==> config.mk <==
export PLATFORM = sky130hd
export DESIGN_NAME = regfile_mp_flat
export DESIGN_NICKNAME = d
export VERILOG_FILES = /design/src/rtl/regfile_mp_if.sv /design/src/rtl/regfile_mp.sv /design/src/flat_wrapper.sv
export SDC_FILE = /design/constraint.sdc
export NUM_CORES = 1
export LEC_CHECK = 0
export BUFFER_PORTS_ARGS = -buffer_cell sky130_fd_sc_hd__clkbuf_2
export CAP_MARGIN = 20
export CORE_MARGIN = 4
export CORE_UTILIZATION = 48
export CTS_CLUSTER_SIZE = 24
export DETAILED_ROUTE_END_ITERATION = 8
export PLACE_DENSITY_LB_ADDON = 0.2
export SLEW_MARGIN = 30
export SYNTH_ARGS = -nofsm -noshare
export SYNTH_HDL_FRONTEND = slang
export SYNTH_SLANG_ARGS = --single-unit
==> constraint.sdc <==
create_clock -name clk -period 3.71 [get_ports clk]
set_input_delay 0.5565 -clock clk [delete_from_list [all_inputs] [get_ports clk]]
set_output_delay 0.5565 -clock clk [all_outputs]
set_load 0.005 [all_outputs]
==> src/rtl/regfile_mp_if.sv <==
// Bus between decode/writeback (master) and the multi-port register file (slave).
interface regfile_mp_if #(
  parameter int unsigned XLEN  = 32,
  parameter int unsigned NREGS = 32,
  parameter int unsigned NREAD = 2
);
  localparam int unsigned AW = $clog2(NREGS);

  logic                  ready;
  logic [NREAD-1:0]      rd_en;
  logic [NREAD*AW-1:0]   rd_addr;
  logic [NREAD*XLEN-1:0] rd_data;
  logic [NREAD-1:0]      rd_valid;
  logic                  we;
  logic [AW-1:0]         wr_addr;
  logic [XLEN-1:0]       wr_data;

  modport master (
    input  ready, rd_data, rd_valid,
    output rd_en, rd_addr, we, wr_addr, wr_data
  );

  modport slave (
    output ready, rd_data, rd_valid,
    input  rd_en, rd_addr, we, wr_addr, wr_data
  );
endinterface

==> src/rtl/regfile_mp.sv <==
// Multi-port register file: NREAD registered read ports, one write port with
// write-to-read bypass, optional hardwired x0 and a post-reset clear sequencer.
module regfile_mp #(
  parameter int unsigned XLEN     = 32,
  parameter int unsigned NREGS    = 32,
  parameter int unsigned NREAD    = 2,
  parameter bit          ZERO_REG = 1'b1
) (
  input  logic         clk,
  input  logic         rst,
  regfile_mp_if.slave  bus
);
  localparam int unsigned AW = $clog2(NREGS);
  localparam logic [AW:0] CntLast = (AW+1)'(NREGS - 1);

  localparam logic StClear = 1'b0;
  localparam logic StRun   = 1'b1;

  logic                  state_q, state_d;
  logic [AW:0]           cnt_q, cnt_d;
  logic                  ready_q, ready_d;
  logic [NREAD*XLEN-1:0] rd_data_q, rd_data_d;
  logic [NREAD-1:0]      rd_valid_q, rd_valid_d;

  logic [XLEN-1:0]       mem [NREGS];
  logic                  mem_we;
  logic [AW-1:0]         mem_waddr;
  logic [XLEN-1:0]       mem_wdata;
  logic [AW-1:0]         ra;

  always_comb begin
    state_d    = state_q;
    cnt_d      = cnt_q;
    ready_d    = ready_q;
    rd_data_d  = rd_data_q;
    rd_valid_d = '0;
    mem_we     = 1'b0;
    mem_waddr  = bus.wr_addr;
    mem_wdata  = bus.wr_data;
    ra         = '0;

    if (state_q == StClear) begin
      mem_we    = 1'b1;
      mem_waddr = cnt_q[AW-1:0];
      mem_wdata = '0;
      cnt_d     = cnt_q + 1'b1;
      if (cnt_q == CntLast) begin
        state_d = StRun;
        ready_d = 1'b1;
      end
    end else begin
      mem_we = bus.we && !(ZERO_REG && bus.wr_addr == '0);
      for (int unsigned i = 0; i < NREAD; i++) begin
        if (bus.rd_en[i]) begin
          ra            = bus.rd_addr[i*AW +: AW];
          rd_valid_d[i] = 1'b1;
          if (ZERO_REG && ra == '0) begin
            rd_data_d[i*XLEN +: XLEN] = '0;
          end else if (bus.we && bus.wr_addr == ra) begin
            rd_data_d[i*XLEN +: XLEN] = bus.wr_data;
          end else begin
            rd_data_d[i*XLEN +: XLEN] = mem[ra];
          end
        end
      end
    end

    // Anything presented on the reset edge, including clear writes, is dropped.
    if (rst) begin
      mem_we = 1'b0;
    end
  end

  always_ff @(posedge clk) begin
    if (rst) begin
      state_q    <= StClear;
      cnt_q      <= '0;
      ready_q    <= 1'b0;
      rd_data_q  <= '0;
      rd_valid_q <= '0;
    end else begin
      state_q    <= state_d;
      cnt_q      <= cnt_d;
      ready_q    <= ready_d;
      rd_data_q  <= rd_data_d;
      rd_valid_q <= rd_valid_d;
    end
  end

  always_ff @(posedge clk) begin
    if (mem_we) begin
      mem[mem_waddr] <= mem_wdata;
    end
  end

  assign bus.ready    = ready_q;
  assign bus.rd_data  = rd_data_q;
  assign bus.rd_valid = rd_valid_q;
endmodule
==> src/flat_wrapper.sv <==
// flat-port wrapper written by rule: the top's interface ports become plain ports
module regfile_mp_flat 
#(
  parameter int unsigned XLEN     = 32,
  parameter int unsigned NREGS    = 32,
  parameter int unsigned NREAD    = 2,
  parameter bit          ZERO_REG = 1'b1
)
  (clk, rst, bus_ready, bus_rd_data, bus_rd_valid, bus_rd_en, bus_rd_addr, bus_we, bus_wr_addr, bus_wr_data);
  regfile_mp_if #(.XLEN(XLEN), .NREGS(NREGS), .NREAD(NREAD)) bus_i ();
  input  logic clk;
  input  logic rst;
  output wire logic [$bits(bus_i.ready)-1:0] bus_ready;
  output wire logic [$bits(bus_i.rd_data)-1:0] bus_rd_data;
  output wire logic [$bits(bus_i.rd_valid)-1:0] bus_rd_valid;
  input wire logic [$bits(bus_i.rd_en)-1:0] bus_rd_en;
  input wire logic [$bits(bus_i.rd_addr)-1:0] bus_rd_addr;
  input wire logic [$bits(bus_i.we)-1:0] bus_we;
  input wire logic [$bits(bus_i.wr_addr)-1:0] bus_wr_addr;
  input wire logic [$bits(bus_i.wr_data)-1:0] bus_wr_data;
  assign bus_ready = bus_i.ready;
  assign bus_rd_data = bus_i.rd_data;
  assign bus_rd_valid = bus_i.rd_valid;
  assign bus_i.rd_en = bus_rd_en;
  assign bus_i.rd_addr = bus_rd_addr;
  assign bus_i.we = bus_we;
  assign bus_i.wr_addr = bus_wr_addr;
  assign bus_i.wr_data = bus_wr_data;
  regfile_mp #(.XLEN(XLEN), .NREGS(NREGS), .NREAD(NREAD), .ZERO_REG(ZERO_REG)) u_core (.clk(clk), .rst(rst), .bus(bus_i));
endmodule
Yosys cells after proc, flatten, opt, wreduce, memory -nomap -nowiden
Memories as Yosys holds them, arrays and structs flattened.
Index checks and enable logic that the tools add are counted.
- input port bits: 52
- output and inout port bits: 67
- memories kept: 1
- latch bits: 0
- register bits after elaboration: 74
- logic and storage cells: 37
- memory bits (read-only): 0
- memory bits (writable): 1024
- order comparisons: 0
- reductions and logical operators: 11
- div/mod/pow operators: 0
- multiply operators: 0
- mux-type cells: 14
- shift operators: 0
- add/subtract/negate cells: 1
- equal/unequal tests: 3
- bitwise operators: 1
- memory list (name ; depth ; bits a word ; rd ports ; clocked after memory_dff ; write ports ; RTL line ; source):
    u_core.mem ; 32 ; 32 ; 2 ; 0 ; 1 ; regfile_mp.sv:25 ; logic [XLEN-1:0] mem [NREGS];
- operator list (kind ; number):
    two-way mux 32 bit ; 5
    zero test 5 bit ; 3
    == test 5 bit ; 2
    two-way mux 1 bit ; 8
    adder 6 x 1 -> 6 bit (second input constant) ; 1
    == test 6 x 5 -> 1 bit (second input constant) ; 1
    AND reduction 2 bit ; 3
    two-way mux 5 bit ; 1
    logical AND 1 bit ; 3
    OR reduction 2 bit ; 1
    zero test 1 bit ; 1
    inverter 1 bit ; 1

Depth between registers and ports, before layout
- word-level depth: 7
- depth in mapped cells: 9
- depth with buffers taken out: 5

Worst setup path before layout
No wires, ideal clock.
- kind: input to register
- start: in bus_wr_addr[4]
- end: mem u_core.mem[23][0], enable pin
- setup time: 421 ps
- slack: 548 ps
- data arrival time: 2741 ps
- path buffers: 1
- required time: 3289 ps
- cell stages on the path: 6
- cells stage by stage: clkbuf_2 > nor2_1 > a31oi_1 > a21boi_0 > nand2_1 > nor2_1
- longest elaborated chain between the ends: 7
- elaborated cells on any way between the ends: 8
- classes of those cells: mux: 5; reduce/logical: 3
- RTL lines (element ; RTL line ; source):
    start: declaration ; flat_wrapper.sv:19 ; input wire logic [$bits(bus_i.wr_addr)-1:0] bus_wr_addr;
    zero test 5 bit ; regfile_mp.sv:52 ; mem_we = bus.we && !(ZERO_REG && bus.wr_addr == '0);
    zero test 1 bit ; regfile_mp.sv:52 ;
    logical AND 1 bit ; regfile_mp.sv:52 ;
    two-way mux 1 bit ; regfile_mp.sv:42 ; if (state_q == StClear) begin
    two-way mux 1 bit ; regfile_mp.sv:69 ; if (rst) begin
    two-way mux 1 bit ; regfile_mp.sv:91 ; if (mem_we) begin
    two-way mux 1 bit (implied by the code) ; regfile_mp.sv:92 ; mem[mem_waddr] <= mem_wdata;
    end: declaration ; regfile_mp.sv:25 ;
Parallel ways exist; a longest one is shown, timed or not.

Worst setup path after layout
- start: reg u_core.state_q
- end: reg u_core.rd_data_q[37] (netlist: u_core.bus.rd_data[37])
- longest elaborated chain between the ends: 1
- RTL lines (element ; RTL line ; source):
    start: declaration ; regfile_mp.sv:19 ; logic state_q, state_d;
    start signal: assignment ; regfile_mp.sv:76 ; state_q <= StClear;
    start signal: assignment ; regfile_mp.sv:82 ; state_q <= state_d;
    AND reduction 2 bit (no line) ; - ;
    end signal: assignment ; regfile_mp.sv:85 ; rd_data_q <= rd_data_d;
    end: declaration ; regfile_mp.sv:22 ; logic [NREAD*XLEN-1:0] rd_data_q, rd_data_d;
No other way between the ends.
A chain may end at the register's enable or synchronous reset.

==> flow_summary_export.csv <==
group,metric,value,unit
status,status,"completed",
floorplanning,core_area,108000,µm²
power,ir_drop,0.402,mV
synth,synth_warnings,0,
clocking,clockRootBuffer,"clkbuf_16",
drt,drc,0,
clocking,cts_sinks,1098,
critical_path,crit_start,"u_core.state_q",
synth,yosysSeqAreaShare,61.8,%
synth,syn_area,52100,µm²
run,drv_cap,0,
critical_path,path_max_fanout,28,
finish,area_growth,13.9,%
clocking,htreeDepth,3,
critical_path,r2r_end,"u_core.bus.rd_data[37]",
floorplanning,fp-row-count,120,
clocking,cts_buffers,113,
floorplanning,die_x,338,µm
finish,drive_gt1_share,22.5,%
clocking,ctsHoldBuffers,0,
global_routing,overflow,0,
place,portBuffers,118,
timing,relSlewSlack,45.8,%
global_routing,grt_pass1_wl,253000,µm
clocking,postCtsSetupRepairBufs,0,
power,cellPowerDensity,456,nW/µm²
critical_path,ff2ff_path_depth,7,
drt,vias,35300,
worst_hold_path,min_from,"bus_rd_en[0]",
critical_path,worst_path_max_delay_cell,"nand2_2",
global_routing,gr-usage-met1,42.7,%
synth,ys_seq_elements,1098,
clocking,cts_resized,0,
critical_path,rrSetupSlack,1.01,ns
drt,dr.pass1.iters,6,
critical_path,cp-start-kind,"flip-flop",
global_routing,grt_util_met3,7.27,%
timing,min_period_over_period,72.8,%
critical_path,cp.depth,7,
critical_path,worst_ep_required_time,4.27,ns
floorplanning,initial_core_util,48.5,%
synth,syn_avg_cell_area,15.0,µm²
drt,totalWireLength,179000,µm
floorplanning,ios,119,
clocking,path_clk_slew,0.07,ns
finish,fin_nets,3664,
timing,rsz0062_at_grt,"no",
critical_path,path_cells,"buf_4 > nand2_2 > buf_4 > and2_1 > nand2b_1 > o221ai_1 > a31oi_1",
global_routing,grt_max_degree,69,
finish,final_util,55.2,%
power,leakagePower,20.5,nW
global_routing,antenna_found_initial,4,
critical_path,end_kind,"flip-flop",
global_routing,met2_usage,47.8,%
critical_path,worstPathArrival,3.26,ns
critical_path,crit_family,"simple AND/OR/NAND/NOR gates",
timing,layout_min_cycle_time,2.70,ns
drt,routedWlPerCell,35.0,µm
floorplanning,die_area,114000,µm²
synth,synthTopCellsByArea,"edfxtp_1, mux2i_1, mux4_2",
clocking,cts_tree,"done",
clocking,clock_latency,0.71,ns
timing,hold_viol,0,
timing,tightestPinTransition,0.813,ns
timing,slew_violations,0,
synth,synth_top_cell_by_area,"edfxtp_1",
timing,finClkSkew,0.0193,ns
place,dpl.hpwl,110000,µm
timing,setup_viol,0,
critical_path,critPathKind,"flip-flop to flip-flop",
global_routing,grt_pass1_vias,34800,
synth,synth.distinct_cells,52,
synth,synth_top_area_share,59.0,%
global_routing,top_usage_layer,"met2",
timing,setup_tns,0,ns
drt,drtIter0Drc,4833,
critical_path,slowest_delay,0.43,ns
floorplanning,die_h,338,µm
critical_path,crit_top_cell,"buf_4",
synth,synth_nets,3523,
critical_path,crit_end,"u_core.bus.rd_data[37]",
drt,drt.antenna.violating_nets,0,
worst_hold_path,hp-class,"primary input to flip-flop",
synth,netlist_instances,3470,
timing,fmax,370,MHz
critical_path,critPathBufInv,2,
clocking,clock_path_buffers,3,
global_routing,track_usage,30.8,%
drt,via_per_inst,6.90,
critical_path,rr_startpoint,"u_core.state_q",
place,gp_congestion,0.903,
## logic make-up after synthesis
family / count (synthesis) / share of synthesized area, %
buffers and inverters: 284 / 2.77
adder cells (fa/ha/maj): 1 / 0.0240
flip-flops: 1098 / 61.8
AO/OA/AOI/OAI: 655 / 9.71
AND/OR/NAND/NOR: 487 / 4.84
XOR/XNOR: 14 / 0.235
multiplexers: 931 / 20.6
## synth_stat cells, drive strengths merged
library cell,instances
a21boi,1
a21o,1
a21oi,5
a221o,32
a221oi,64
a22o,33
a22oi,256
a31oi,34
a32o,1
and2,100
and2b,1
and3,3
buf,148
clkbuf,132
dfxtp,74
edfxtp,1024
ha,1
inv,4
mux2,161
mux2i,674
mux4,96
nand2,52
nand2b,34
nand3,132
nand4,33
nor2,81
nor2b,9
nor3,34
nor3b,2
nor4,3
o211ai,32
o21ai,66
o21bai,1
o221ai,32
o22a,32
o22ai,64
o32ai,1
or2,2
or3,1
xnor2,4
xor2,10
## sequential cells by signal, indices dropped and copies added (netlist names)
signal	count
u_core.bus.rd_data	64
u_core.bus.rd_valid	2
u_core.bus.ready	1
u_core.cnt_q	6
u_core.mem	1024
u_core.state_q	1
## power by group
part | internal, mW | switching, mW | total, mW
clock network | 6.62 | 4.85 | 11.5
logic | 0.793 | 1.34 | 2.13
registers | 13.4 | 0.0392 | 13.5
## routing by layer
layer	vias to the layer above	wire length [µm]
met2	2340	81300
li1	14400	-
met1	18200	71400
met3	380	19100
met5	-	16
met4	2	7020
## through the flow
stage	hold WS [ns]	power [mW]	instance area, µm²	cells	setup WS [ns]
2_1_floorplan	0.459	15.0	52100	3470	0.548
3_3_place_gp	0.471	15.8	55600	4899	0.642
3_5_place_dp	0.505	15.8	55600	4899	0.614
4_1_cts	0.109	27.1	59300	5114	1.14
5_1_grt	0.139	27.8	59400	5115	0.958
6_report	0.139	27.1	59400	5117	1.01
## worst register-to-register path: stages (launching register included)
cell,delay (ns)
dfxtp_2,0.37
buf_4,0.37
nand2_2,0.44
buf_4,0.40
and2_1,0.26
nand2b_1,0.14
o221ai_1,0.39
a31oi_1,0.17
## worst min path at each step
| stage | endpoint | slack (ns) | cells after the start |
|---|---|---|---|
| after floorplan | u_core.cnt_q[5] | 0.46 | 2 |
| after global placement | u_core.cnt_q[5] | 0.47 | 2 |
| after detailed placement | u_core.cnt_q[5] | 0.50 | 2 |
| after CTS | u_core.bus.rd_data[21] | 0.11 | 2 |
| after global routing | u_core.bus.rd_data[3] | 0.14 | 2 |
| final | u_core.bus.rd_valid[0] | 0.14 | 3 |
## layout by cell type, fill, tap and decap left out, drive strengths merged, types with 10 or more instances in the layout
cell type and count:
mux2 161, o22a 32, and2 100, mux4 96
o22ai 64, o221ai 32, a221o 32, buf 192
o21ai 66, edfxtp 1024, a221oi 64, a22o 33
nand4 33, nand2 52, nand3 132, dfxtp 74
clkinv 35, a22oi 256, clkbuf 275, a31oi 34
nor2 81, mux2i 674, o211ai 32, nand2b 34
xor2 10, bufinv 10, nor3 34
## layout make-up
cell class,count,area [µm²]
clock inverters,54,563
flip-flops and latches,1098,32200
clock buffers,161,3160
inverters,4,15.0
diodes,3,7.51
repair buffers,306,2760
fillers,8372,48100
multi-input cells,2088,18900
well taps,1403,1760
Power figures use the tool's default switching activity.
